==> config.mk <==
export PLATFORM = sky130hd
export DESIGN_NAME = ysyx_22041211_lsu_ctrl
export DESIGN_NICKNAME = d
export VERILOG_FILES = /design/src/rtl/ysyx_22041211_lsu_ctrl_pkg.sv /design/src/rtl/ysyx_22041211_lsu_align.sv /design/src/rtl/ysyx_22041211_lsu_ctrl.sv
export SDC_FILE = /design/constraint.sdc
export NUM_CORES = 1
export LEC_CHECK = 0
export BUFFER_PORTS_ARGS = -buffer_cell sky130_fd_sc_hd__buf_2
export CAP_MARGIN = 20
export CORE_MARGIN = 10
export CORE_UTILIZATION = 58
export CTS_BUF_LIST = sky130_fd_sc_hd__clkbuf_4 sky130_fd_sc_hd__clkbuf_8
export DETAILED_ROUTE_END_ITERATION = 12
export HOLD_SLACK_MARGIN = 0.1
export PLACE_DENSITY = 0.89
export SLEW_MARGIN = 30
export SYNTH_ARGS = -nofsm -noshare
export SYNTH_HDL_FRONTEND = slang
export SYNTH_HIERARCHICAL = 1
export SYNTH_SLANG_ARGS = --single-unit
==> constraint.sdc <==
create_clock -name clk -period 10.7 [get_ports clk]
set_input_delay 0.535 -clock clk [delete_from_list [all_inputs] [get_ports clk]]
set_output_delay 0.535 -clock clk [all_outputs]
set_load 0.05 [all_outputs]
==> src/rtl/ysyx_22041211_lsu_ctrl_pkg.sv <==
// Shared encodings for the load/store controller: access types, FSM states
// and the word-alignment helper used for bus addresses.
package ysyx_22041211_lsu_ctrl_pkg;

  typedef enum logic [2:0] {
    LOAD_NONE = 3'b000,
    LOAD_LB   = 3'b001,
    LOAD_LH   = 3'b010,
    LOAD_LW   = 3'b011,
    LOAD_LBU  = 3'b100,
    LOAD_LHU  = 3'b101
  } load_type_e;

  typedef enum logic [1:0] {
    STORE_NONE = 2'b00,
    STORE_SB   = 2'b01,
    STORE_SH   = 2'b10,
    STORE_SW   = 2'b11
  } store_type_e;

  typedef enum logic [1:0] {
    LSU_IDLE = 2'b00,
    LSU_REQ  = 2'b01,
    LSU_WAIT = 2'b10,
    LSU_DONE = 2'b11
  } lsu_state_e;

  function automatic logic [31:0] word_align(input logic [31:0] addr);
    return {addr[31:2], 2'b00};
  endfunction

endpackage

==> src/rtl/ysyx_22041211_lsu_align.sv <==
// Byte-lane logic for the LSU: store strobes and data shift, load extraction
// with sign/zero extension, and the natural-alignment check.
module ysyx_22041211_lsu_align
  import ysyx_22041211_lsu_ctrl_pkg::*;
(
  input  logic [2:0]  load_type,
  input  logic [1:0]  store_type,
  input  logic [31:0] addr,
  input  logic [31:0] wdata,
  input  logic [31:0] rdata,
  output logic        is_store,
  output logic        is_load,
  output logic        misaligned,
  output logic [3:0]  wstrb,
  output logic [31:0] wdata_sh,
  output logic [31:0] rdata_ext
);

  function automatic logic [31:0] sext8(input logic [7:0] b);
    logic signed [7:0] s;
    s = b;
    return 32'(s);
  endfunction

  function automatic logic [31:0] sext16(input logic [15:0] h);
    logic signed [15:0] s;
    s = h;
    return 32'(s);
  endfunction

  logic [1:0]  off;
  logic [31:0] rshift;

  assign off    = addr[1:0];
  assign rshift = rdata >> {off, 3'b000};

  always_comb begin
    // A store type takes precedence; the load type is then ignored.
    is_store   = store_type != STORE_NONE;
    is_load    = !is_store && (load_type != LOAD_NONE);
    misaligned = 1'b0;
    wstrb      = 4'b0000;
    wdata_sh   = '0;
    rdata_ext  = '0;
    if (is_store) begin
      wdata_sh = wdata << {off, 3'b000};
      case (store_type_e'(store_type))
        STORE_SB: wstrb = 4'b0001 << off;
        STORE_SH: begin
          wstrb      = 4'b0011 << off;
          misaligned = off[0];
        end
        default: begin
          wstrb      = 4'b1111;
          misaligned = off != 2'b00;
        end
      endcase
    end else if (is_load) begin
      case (load_type_e'(load_type))
        LOAD_LB:  rdata_ext = sext8(rshift[7:0]);
        LOAD_LBU: rdata_ext = {24'b0, rshift[7:0]};
        LOAD_LH: begin
          rdata_ext  = sext16(rshift[15:0]);
          misaligned = off[0];
        end
        LOAD_LHU: begin
          rdata_ext  = {16'b0, rshift[15:0]};
          misaligned = off[0];
        end
        default: begin
          rdata_ext  = rshift;
          misaligned = off != 2'b00;
        end
      endcase
    end
  end

endmodule

==> src/rtl/ysyx_22041211_lsu_ctrl.sv <==
// Multi-cycle load/store controller between EXE and the data bus: one access
// at a time, request/response handshake with a bounded response wait.
module ysyx_22041211_lsu_ctrl
  import ysyx_22041211_lsu_ctrl_pkg::*;
#(
  parameter int DATA_LEN = 32,
  parameter int TIMEOUT  = 255
) (
  input  logic                clk,
  input  logic                rst,
  input  logic                in_valid_i,
  output logic                in_ready_o,
  input  logic [2:0]          load_type_i,
  input  logic [1:0]          store_type_i,
  input  logic [DATA_LEN-1:0] addr_i,
  input  logic [DATA_LEN-1:0] wdata_i,
  output logic                busy_o,
  output logic                mem_req_valid_o,
  input  logic                mem_req_ready_i,
  output logic                mem_we_o,
  output logic [DATA_LEN-1:0] mem_addr_o,
  output logic [DATA_LEN-1:0] mem_wdata_o,
  output logic [3:0]          mem_wstrb_o,
  input  logic                mem_rsp_valid_i,
  input  logic [DATA_LEN-1:0] mem_rdata_i,
  output logic                done_o,
  output logic [DATA_LEN-1:0] rdata_o,
  output logic                err_o
);

  localparam int TIMER_W = $clog2(TIMEOUT + 1);
  localparam logic [TIMER_W-1:0] TIMER_LIMIT = TIMER_W'(TIMEOUT);

  lsu_state_e          state_q, state_d;
  logic [TIMER_W-1:0]  timer_q, timer_d;
  logic                err_q, err_d;

  logic [DATA_LEN-1:0] addr_q, wdata_q, rdata_q;
  logic [2:0]          load_q;
  logic [1:0]          store_q;

  logic                accept;
  logic [2:0]          al_load;
  logic [1:0]          al_store;
  logic [DATA_LEN-1:0] al_addr, al_wdata_in;
  logic                al_is_store, al_is_load, al_misaligned;
  logic [3:0]          al_wstrb;
  logic [DATA_LEN-1:0] al_wdata, al_rdata;

  assign accept = (state_q == LSU_IDLE) && in_valid_i;

  // In IDLE the aligner classifies the offered op; afterwards it works on the latched op.
  assign al_load     = (state_q == LSU_IDLE) ? load_type_i  : load_q;
  assign al_store    = (state_q == LSU_IDLE) ? store_type_i : store_q;
  assign al_addr     = (state_q == LSU_IDLE) ? addr_i       : addr_q;
  assign al_wdata_in = (state_q == LSU_IDLE) ? wdata_i      : wdata_q;

  ysyx_22041211_lsu_align u_align (
    .load_type  (al_load),
    .store_type (al_store),
    .addr       (al_addr),
    .wdata      (al_wdata_in),
    .rdata      (mem_rdata_i),
    .is_store   (al_is_store),
    .is_load    (al_is_load),
    .misaligned (al_misaligned),
    .wstrb      (al_wstrb),
    .wdata_sh   (al_wdata),
    .rdata_ext  (al_rdata)
  );

  always_comb begin
    state_d = state_q;
    timer_d = timer_q;
    err_d   = err_q;
    case (state_q)
      LSU_IDLE: begin
        if (in_valid_i) begin
          err_d = 1'b0;
          if (!al_is_store && !al_is_load) begin
            state_d = LSU_DONE;
          end else if (al_misaligned) begin
            state_d = LSU_DONE;
            err_d   = 1'b1;
          end else begin
            state_d = LSU_REQ;
          end
        end
      end
      LSU_REQ: begin
        if (mem_req_ready_i) begin
          state_d = LSU_WAIT;
          timer_d = '0;
        end
      end
      LSU_WAIT: begin
        // A response in the same cycle the limit is reached still completes normally.
        if (mem_rsp_valid_i) begin
          state_d = LSU_DONE;
        end else begin
          timer_d = timer_q + 1'b1;
          if (timer_d == TIMER_LIMIT) begin
            state_d = LSU_DONE;
            err_d   = 1'b1;
          end
        end
      end
      LSU_DONE: state_d = LSU_IDLE;
    endcase
  end

  always_ff @(posedge clk or posedge rst) begin
    if (rst) begin
      state_q <= LSU_IDLE;
      timer_q <= '0;
      err_q   <= 1'b0;
    end else begin
      state_q <= state_d;
      timer_q <= timer_d;
      err_q   <= err_d;
    end
  end

  always_ff @(posedge clk) begin
    if (accept) begin
      addr_q  <= addr_i;
      wdata_q <= wdata_i;
      load_q  <= load_type_i;
      store_q <= store_type_i;
      rdata_q <= '0;
    end else if ((state_q == LSU_WAIT) && mem_rsp_valid_i && al_is_load) begin
      rdata_q <= al_rdata;
    end
  end

  // Data outputs are gated by state so they read zero whenever they carry nothing.
  assign in_ready_o      = state_q == LSU_IDLE;
  assign busy_o          = state_q != LSU_IDLE;
  assign mem_req_valid_o = state_q == LSU_REQ;
  assign mem_we_o        = mem_req_valid_o && al_is_store;
  assign mem_addr_o      = mem_req_valid_o ? word_align(addr_q) : '0;
  assign mem_wdata_o     = mem_req_valid_o ? al_wdata : '0;
  assign mem_wstrb_o     = mem_req_valid_o ? al_wstrb : 4'b0000;
  assign done_o          = state_q == LSU_DONE;
  assign rdata_o         = done_o ? rdata_q : '0;
  assign err_o           = done_o && err_q;

endmodule

==> metrics.txt, run 1 <==
# TYPE chip_impl_metric gauge
chip_impl_metric{name="avgViaCountPerCell",unit=""} 5.55
chip_impl_metric{name="grtUsageTotal",unit="%"} 21.1
chip_impl_metric{name="ctsHtreeMaxLevel",unit=""} 3
chip_impl_info{name="clockRootBuffer",value="sky130_fd_sc_hd__clkbuf_8"} 1
chip_impl_metric{name="row_count",unit=""} 38
chip_impl_metric{name="post_placement_worst_setup_slack",unit="ps"} 6600
chip_impl_metric{name="drt_wl_total",unit="mm"} 18.0
chip_impl_info{name="cp_cell_sequence",value="inv_1 -> ha_2 -> buf_4 -> mux2_2 -> buf_4 -> nor2_2 -> inv_1 -> a21oi_1 -> and2_1 -> buf_2"} 1
chip_impl_metric{name="cpPeakStageDelay",unit="ps"} 690
chip_impl_metric{name="largest_net_degree_at_the_start_of_global_routing",unit=""} 71
chip_impl_metric{name="top_level_ports",unit=""} 212
chip_impl_metric{name="grt_first_pass_wirelength",unit="mm"} 28.1
chip_impl_info{name="worst_hold_path_type",value="in2async"} 1
chip_impl_info{name="status",value="finished, final reports clean"} 1
chip_impl_metric{name="finClkSkew",unit="ps"} 14.9
chip_impl_metric{name="core-area",unit="um^2"} 11000
chip_impl_metric{name="irDropWorstVdd",unit="uV"} 191
chip_impl_metric{name="critical_path_required",unit="ps"} 10170
chip_impl_info{name="cpMaxStageDelayCell",value="sky130_fd_sc_hd__nor2_2"} 1
chip_impl_metric{name="maxCapViolations",unit=""} 0
chip_impl_metric{name="max_slew.worst_pin.slew",unit="ps"} 877
chip_impl_metric{name="yosys_warnings",unit=""} 6
chip_impl_metric{name="max_clock_freq",unit="GHz"} 0.228
chip_impl_metric{name="floorplan.initialDensity",unit="%"} 60.2
chip_impl_metric{name="drt_iter0_drc",unit=""} 565
chip_impl_metric{name="setup-tns-final",unit="ps"} 0
chip_impl_metric{name="global_route.overflow_total",unit=""} 0
chip_impl_metric{name="worst-path-buf-inv",unit=""} 5
chip_impl_metric{name="place.detailed.hpwl",unit="mm"} 13.4
chip_impl_metric{name="cts_setup_buffers",unit=""} 0
chip_impl_metric{name="worst_slack_setup_final",unit="ps"} 6310
chip_impl_metric{name="net_count_reported_at_finish",unit=""} 988
chip_impl_metric{name="final_setup_fails",unit=""} 0
chip_impl_metric{name="cts_buffer_depth",unit=""} 2
chip_impl_metric{name="p_per_area",unit="nW/um^2"} 255
chip_impl_info{name="path_class",value="reg2out"} 1
chip_impl_metric{name="layout_worst_path_cycle_share",unit="%"} 41.1
chip_impl_metric{name="cts.reportedPaths.clkPinSlew",unit="ps"} 120
chip_impl_metric{name="critical_path_data_arrival_time",unit="ps"} 3860
chip_impl_metric{name="crit_path_max_fanout",unit=""} 69
chip_impl_info{name="crit_path_capture_type",value="output pin"} 1
chip_impl_metric{name="final_layout_size_suffix_gt1_share",unit="%"} 32.2
chip_impl_metric{name="postCtsHoldBufs",unit=""} 0
chip_impl_metric{name="weighted_congestion_reported_at_the_end_of_routability_driven_placement",unit=""} 0.929
chip_impl_metric{name="mappedNetlistArea",unit="um^2"} 6620
chip_impl_info{name="clock_tree_from_tritoncts",value="done"} 1
chip_impl_metric{name="syn-instance-count",unit=""} 705
chip_impl_metric{name="placement.cell_area",unit="um^2"} 7620
chip_impl_metric{name="first_global_vias",unit=""} 5438
chip_impl_metric{name="die_h",unit="um"} 127
chip_impl_metric{name="worst_skew_pair.late_latency",unit="ps"} 380
chip_impl_metric{name="cts_inserted_buffers",unit=""} 9
chip_impl_metric{name="slew_violations",unit=""} 0
chip_impl_info{name="setup_repair_after_global_routing_missed_its_margin",value="false"} 1
chip_impl_metric{name="number_of_detailed_route_iterations_in_the_first_pass",unit=""} 5
chip_impl_metric{name="layout.cell_area.non_filler",unit="um^2"} 7860
chip_impl_metric{name="drt.antenna.violating_nets",unit=""} 0
chip_impl_metric{name="period_needed",unit="ps"} 4390
chip_impl_info{name="path_delay_family",value="buffers and inverters"} 1
chip_impl_metric{name="avgSynthCellArea",unit="um^2"} 9.38
chip_impl_metric{name="static-leakage-power",unit="nW"} 3.46
chip_impl_metric{name="timing_hold_violations_final",unit=""} 0
chip_impl_metric{name="post-route-drc-count",unit=""} 0
chip_impl_info{name="critPathLaunchType",value="flop"} 1
chip_impl_metric{name="io_buffers",unit=""} 209
chip_impl_metric{name="max-slew-margin-rel",unit="%"} 41.3
chip_impl_metric{name="area.growth.synth_to_final",unit="%"} 18.8
chip_impl_metric{name="cts_sinks",unit=""} 112
chip_impl_metric{name="die_x",unit="um"} 127
chip_impl_metric{name="antenna_violations_before_repair",unit=""} 6
chip_impl_metric{name="die-area",unit="um^2"} 16100
chip_impl_metric{name="design_power_total",unit="mW"} 2.01
chip_impl_metric{name="post_cts.resized_instances",unit=""} 0
chip_impl_metric{name="final.hold.worst_slack",unit="ps"} 134
chip_impl_metric{name="dr_total_vias",unit=""} 5680
chip_impl_metric{name="wl_per_cell",unit="um"} 17.6
power by group:
| group | switching, mW | leakage [nW] | internal, mW | total (mW) |
|---|---|---|---|---|
| Sequential | 0.0274 | 1.04 | 0.542 | 0.569 |
| Clock | 0.154 | 0.107 | 0.113 | 0.268 |
| Combinational | 0.810 | 2.32 | 0.361 | 1.17 |
path summary, 6_finish.rpt:
path                                          from  cells past startpoint                      end  slack (ps)
min in group clk                        addr_i[23]                      1     addr_q[23]$_DFFE_PP_         320
hold reg to reg            rdata_q[9]$_SDFFE_PP0P_                      2  rdata_q[9]$_SDFFE_PP0P_         460
hold / removal                                 rst                      2   timer_q[4]$_DFFE_PP0P_         130
setup reg to reg            state_q[0]$_DFFE_PP0P_                     12  rdata_q[4]$_SDFFE_PP0P_        6780
setup / recovery            state_q[0]$_DFFE_PP0P_                     10           mem_wstrb_o[0]        6310
max in group asynchronous                      rst                      2   state_q[1]$_DFFE_PP0P_       10240
per-layer routing:
layer  up-vias  global-route usage (%)  share of wire [%]
li1       2782                       -                  -
met1      2646                    26.3                 40
met2       215                    33.9                 49
met3        35                    6.25                8.3
met4         2                    7.64                2.6
met5         -                       0              0.067
layout make-up:
cell class                      instances  area [um^2]
Multi-Input combinational cell        524         3340
Timing Repair Buffer                  214         1080
Sequential cell                       112         2990
Clock inverter                          7         87.6
Antenna cell                            5         12.5
Tap cell                              140          175
Inverter                               13         50.0
Fill cell                             847         3120
Clock buffer                            9          124
cells in the final DEF (no fill, tap or decap), drive strengths merged, types with 11 or more instances in the layout:
cell type,instances
nor2,51
o21ai,25
dfxtp,32
dfrtp,11
inv,15
mux2i,34
and2,102
nand2,83
a21oi,65
mux2,40
buf,214
nor2b,19
edfxtp,69
a211oi,32
through the flow:
| step | utilization, % | cells |
|---|---|---|
| after floorplan | - | 706 |
| after global placement | 69.4 | 1003 |
| after detailed placement | 69.4 | 1003 |
| after CTS | 71.3 | 1019 |
| after global routing | 71.6 | 1024 |
| final | 71.6 | 1024 |
registers in the layout, summed over array words and instances, names as in the netlist:
signal,cells
wdata_q,32
state_q,2
err_q,1
load_q,3
addr_q,32
timer_q,8
rdata_q,32
store_q,2
worst register-to-register path, stage by stage, from the launching register on:
cell and delay, ps:
sky130_fd_sc_hd__dfrtp_1 460, sky130_fd_sc_hd__inv_1 130, sky130_fd_sc_hd__ha_2 280, sky130_fd_sc_hd__buf_4 450
sky130_fd_sc_hd__mux2_2 410, sky130_fd_sc_hd__inv_1 80, sky130_fd_sc_hd__ha_1 140, sky130_fd_sc_hd__buf_4 290
sky130_fd_sc_hd__nand2b_1 370, sky130_fd_sc_hd__inv_1 270, sky130_fd_sc_hd__nand3_2 550, sky130_fd_sc_hd__nand2_1 260
sky130_fd_sc_hd__a21oi_1 80
Note: power is estimated with default switching activity, not from simulation.
==> run 2, diff against run 1 <==
--- a/config.mk
+++ b/config.mk
@@ -5,14 +5,15 @@
 export SDC_FILE = /design/constraint.sdc
 export NUM_CORES = 1
 export LEC_CHECK = 0
+export ABC_AREA = 1
 export BUFFER_PORTS_ARGS = -buffer_cell sky130_fd_sc_hd__buf_2
 export CAP_MARGIN = 20
 export CORE_MARGIN = 10
-export CORE_UTILIZATION = 58
+export CORE_UTILIZATION = 54
 export CTS_BUF_LIST = sky130_fd_sc_hd__clkbuf_4 sky130_fd_sc_hd__clkbuf_8
 export DETAILED_ROUTE_END_ITERATION = 12
 export HOLD_SLACK_MARGIN = 0.1
-export PLACE_DENSITY = 0.89
+export PLACE_DENSITY = 0.83
 export SLEW_MARGIN = 30
 export SYNTH_ARGS = -nofsm -noshare
 export SYNTH_HDL_FRONTEND = slang
==> constraint.sdc (replaced) <==
create_clock -name clk -period 4.1 [get_ports clk]
set_input_delay 0.205 -clock clk [delete_from_list [all_inputs] [get_ports clk]]
set_output_delay 0.205 -clock clk [all_outputs]
set_load 0.05 [all_outputs]
==> run 2 against run 1 <==
Net effect:
- setup slack lost 6000 ps
- first-iteration DRC count grew 54%
- utilization shrank 1.2 points
- sequential power grew to 2.7 times the previous value
- die area grew 11%
- highest routed layer is now met4
==> metrics.txt, run 2 <==
# TYPE chip_impl_metric gauge
chip_impl_metric{name="slew_violations",unit=""} 0
chip_impl_metric{name="grtUsageTotal",unit="%"} 24.5
chip_impl_info{name="top_usage_layer",value="met2"} 1
chip_impl_info{name="worst_hold_path_type",value="in2reg"} 1
chip_impl_metric{name="p_per_area",unit="nW/um^2"} 741
chip_impl_metric{name="setup-tns-final",unit="ps"} 0
chip_impl_metric{name="ctsHtreeMaxLevel",unit=""} 3
chip_impl_metric{name="max_clock_freq",unit="GHz"} 0.267
chip_impl_metric{name="antenna_violations_before_repair",unit=""} 3
chip_impl_metric{name="period_needed",unit="ps"} 3750
chip_impl_metric{name="row_count",unit=""} 41
chip_impl_metric{name="cts_sinks",unit=""} 112
chip_impl_metric{name="grt_first_pass_wirelength",unit="mm"} 35.6
chip_impl_metric{name="drt_wl_total",unit="mm"} 22.7
chip_impl_metric{name="die-area",unit="um^2"} 17800
chip_impl_metric{name="cts.reportedPaths.clkPinSlew",unit="ps"} 120
chip_impl_info{name="clockRootBuffer",value="sky130_fd_sc_hd__clkbuf_8"} 1
chip_impl_metric{name="syn-instance-count",unit=""} 1010
chip_impl_metric{name="max-slew-margin-rel",unit="%"} 42.9
chip_impl_metric{name="die_x",unit="um"} 133
chip_impl_metric{name="top_level_ports",unit=""} 212
chip_impl_metric{name="grt_util_met3",unit="%"} 4.77
chip_impl_metric{name="area.growth.synth_to_final",unit="%"} 28.0
chip_impl_metric{name="crit_path_max_fanout",unit=""} 42
chip_impl_metric{name="drt.antenna.violating_nets",unit=""} 0
chip_impl_info{name="endpoint",value="mem_wdata_o[22]"} 1
chip_impl_metric{name="maxCapViolations",unit=""} 0
chip_impl_metric{name="final_setup_fails",unit=""} 0
chip_impl_metric{name="number_of_detailed_route_iterations_in_the_first_pass",unit=""} 6
chip_impl_metric{name="reg2reg_setup_slack",unit="ps"} 550
chip_impl_info{name="crit_path_capture_type",value="output pin"} 1
chip_impl_metric{name="final_layout_size_suffix_gt1_share",unit="%"} 21.8
chip_impl_metric{name="number_of_cells_in_the_design_after_placement",unit=""} 1339
chip_impl_info{name="timing.rr.end",value="rdata_q[24]$_SDFFE_PP0P_"} 1
chip_impl_metric{name="dr_total_vias",unit=""} 7311
chip_impl_metric{name="avgSynthCellArea",unit="um^2"} 6.87
chip_impl_metric{name="stdcell_count",unit=""} 1429
chip_impl_metric{name="cts_inserted_buffers",unit=""} 9
chip_impl_metric{name="die_h",unit="um"} 133
chip_impl_metric{name="design_power_total",unit="mW"} 6.59
chip_impl_metric{name="groute.layer.met1.usage",unit="%"} 29.2
chip_impl_info{name="layout.cells.most_common",value="sky130_fd_sc_hd__nand2_1"} 1
chip_impl_metric{name="first_global_vias",unit=""} 6794
chip_impl_metric{name="worst_r2r_path_depth",unit=""} 12
chip_impl_info{name="clock_tree_from_tritoncts",value="done"} 1
chip_impl_info{name="worstReg2RegStart",value="state_q[0]$_DFFE_PP0P_"} 1
chip_impl_info{name="layout_common_cells",value="417 x sky130_fd_sc_hd__nand2_1, 209 x sky130_fd_sc_hd__buf_2, 141 x sky130_fd_sc_hd__inv_1"} 1
chip_impl_metric{name="io_buffers",unit=""} 209
chip_impl_metric{name="yosys_warnings",unit=""} 6
chip_impl_metric{name="wl_per_cell",unit="um"} 15.9
chip_impl_metric{name="cts_buffer_depth",unit=""} 2
chip_impl_metric{name="worst_skew_pair.late_latency",unit="ps"} 420
chip_impl_metric{name="place.detailed.hpwl",unit="mm"} 14.6
chip_impl_info{name="critPathLaunchType",value="flop"} 1
chip_impl_metric{name="floorplan.initialDensity",unit="%"} 55.0
chip_impl_metric{name="core-area",unit="um^2"} 12600
chip_impl_info{name="status",value="finished, final reports clean"} 1
chip_impl_metric{name="post-route-drc-count",unit=""} 0
chip_impl_metric{name="global_route.overflow_total",unit=""} 0
chip_impl_metric{name="globalRouteMet2Util",unit="%"} 41.1
chip_impl_metric{name="net_count_reported_at_finish",unit=""} 1362
chip_impl_metric{name="avgViaCountPerCell",unit=""} 5.12
chip_impl_metric{name="static-leakage-power",unit="nW"} 4.94
chip_impl_metric{name="timing_hold_violations_final",unit=""} 0
chip_impl_metric{name="mappedNetlistArea",unit="um^2"} 6940
chip_impl_info{name="setup_repair_after_global_routing_missed_its_margin",value="false"} 1
chip_impl_metric{name="largest_net_degree_at_the_start_of_global_routing",unit=""} 102
chip_impl_metric{name="critical_path_required",unit="ps"} 3890
chip_impl_info{name="path_class",value="reg2out"} 1
chip_impl_metric{name="cts_setup_buffers",unit=""} 0
chip_impl_metric{name="drt_iter0_drc",unit=""} 869
chip_impl_metric{name="weighted_congestion_reported_at_the_end_of_routability_driven_placement",unit=""} 0.935
chip_impl_info{name="critPathLaunch",value="state_q[0]$_DFFE_PP0P_"} 1
chip_impl_metric{name="critical_path_data_arrival_time",unit="ps"} 3540
chip_impl_metric{name="max_slew.worst_pin.slew",unit="ps"} 857
chip_impl_metric{name="layout_worst_path_cycle_share",unit="%"} 91.4
chip_impl_metric{name="finClkSkew",unit="ps"} 26.6
chip_impl_info{name="leading_registers_by_flop_count",value="addr_q: 32 flops, rdata_q: 32 flops, wdata_q: 32 flops"} 1
chip_impl_metric{name="irDropWorstVdd",unit="uV"} 486
-- run 2: cell type report --
cell class / count / area (um^2)
clock buffer: 9 / 124
tap: 172 / 215
fill: 1066 / 3730
clock inverter: 7 / 100
inverter: 154 / 584
antenna: 4 / 10.0
sequential: 112 / 2990
timing repair buffer: 285 / 1790
multi-input combinational: 686 / 3070
-- run 2: per-stage QoR --
step	hold slack [ps]	instance area, um^2	setup slack (ps)	utilization (%)
2_1_floorplan	57.4	6950	157	-
3_3_place_gp	228	7950	746	63.0
3_5_place_dp	244	7950	635	63.0
4_1_cts	193	8870	206	70.3
5_1_grt	241	8890	127	70.4
6_report	238	8890	352	70.4
-- run 2: worst min path at each step --
stage	from	to	cells past startpoint
after floorplan	rst	err_q$_DFFE_PP0P_	1
after global placement	rst	timer_q[5]$_DFFE_PP0P_	2
after detailed placement	rst	timer_q[6]$_DFFE_PP0P_	2
after CTS	mem_rsp_valid_i	state_q[1]$_DFFE_PP0P_	5
after global routing	mem_rsp_valid_i	state_q[1]$_DFFE_PP0P_	5
final	mem_rsp_valid_i	state_q[1]$_DFFE_PP0P_	5
-- run 2: metal layers --
metal,routed length (um),vias up
met2,11200,374
met5,0,-
met3,1690,71
met1,8800,3277
met4,946,0
li1,-,3589
-- run 2: power breakdown --
group / leakage [nW] / internal, mW / switching, mW
sequential: 1.05 / 1.43 / 0.0793
combinational: 3.78 / 1.09 / 3.22
clock: 0.115 / 0.310 / 0.455
-- run 2: critical path: stages, from the launching register on --
cell	delay (ps)
sky130_fd_sc_hd__dfrtp_1	440
sky130_fd_sc_hd__inv_1	100
sky130_fd_sc_hd__ha_2	390
sky130_fd_sc_hd__inv_2	160
sky130_fd_sc_hd__nand2_1	100
sky130_fd_sc_hd__nand2_2	270
sky130_fd_sc_hd__inv_2	670
sky130_fd_sc_hd__nand2_2	310
sky130_fd_sc_hd__o32ai_1	220
sky130_fd_sc_hd__nand2_1	90
sky130_fd_sc_hd__inv_1	90
sky130_fd_sc_hd__buf_2	270
-- run 2: timing repair --
| action | in CTS | in global routing |
|---|---|---|
| resized for setup | 0 | 1 |
| hold endpoints to repair | 80 | 0 |
| endpoints found under the setup margin | 0 | 14 |
| hold buffers | 70 | 0 |
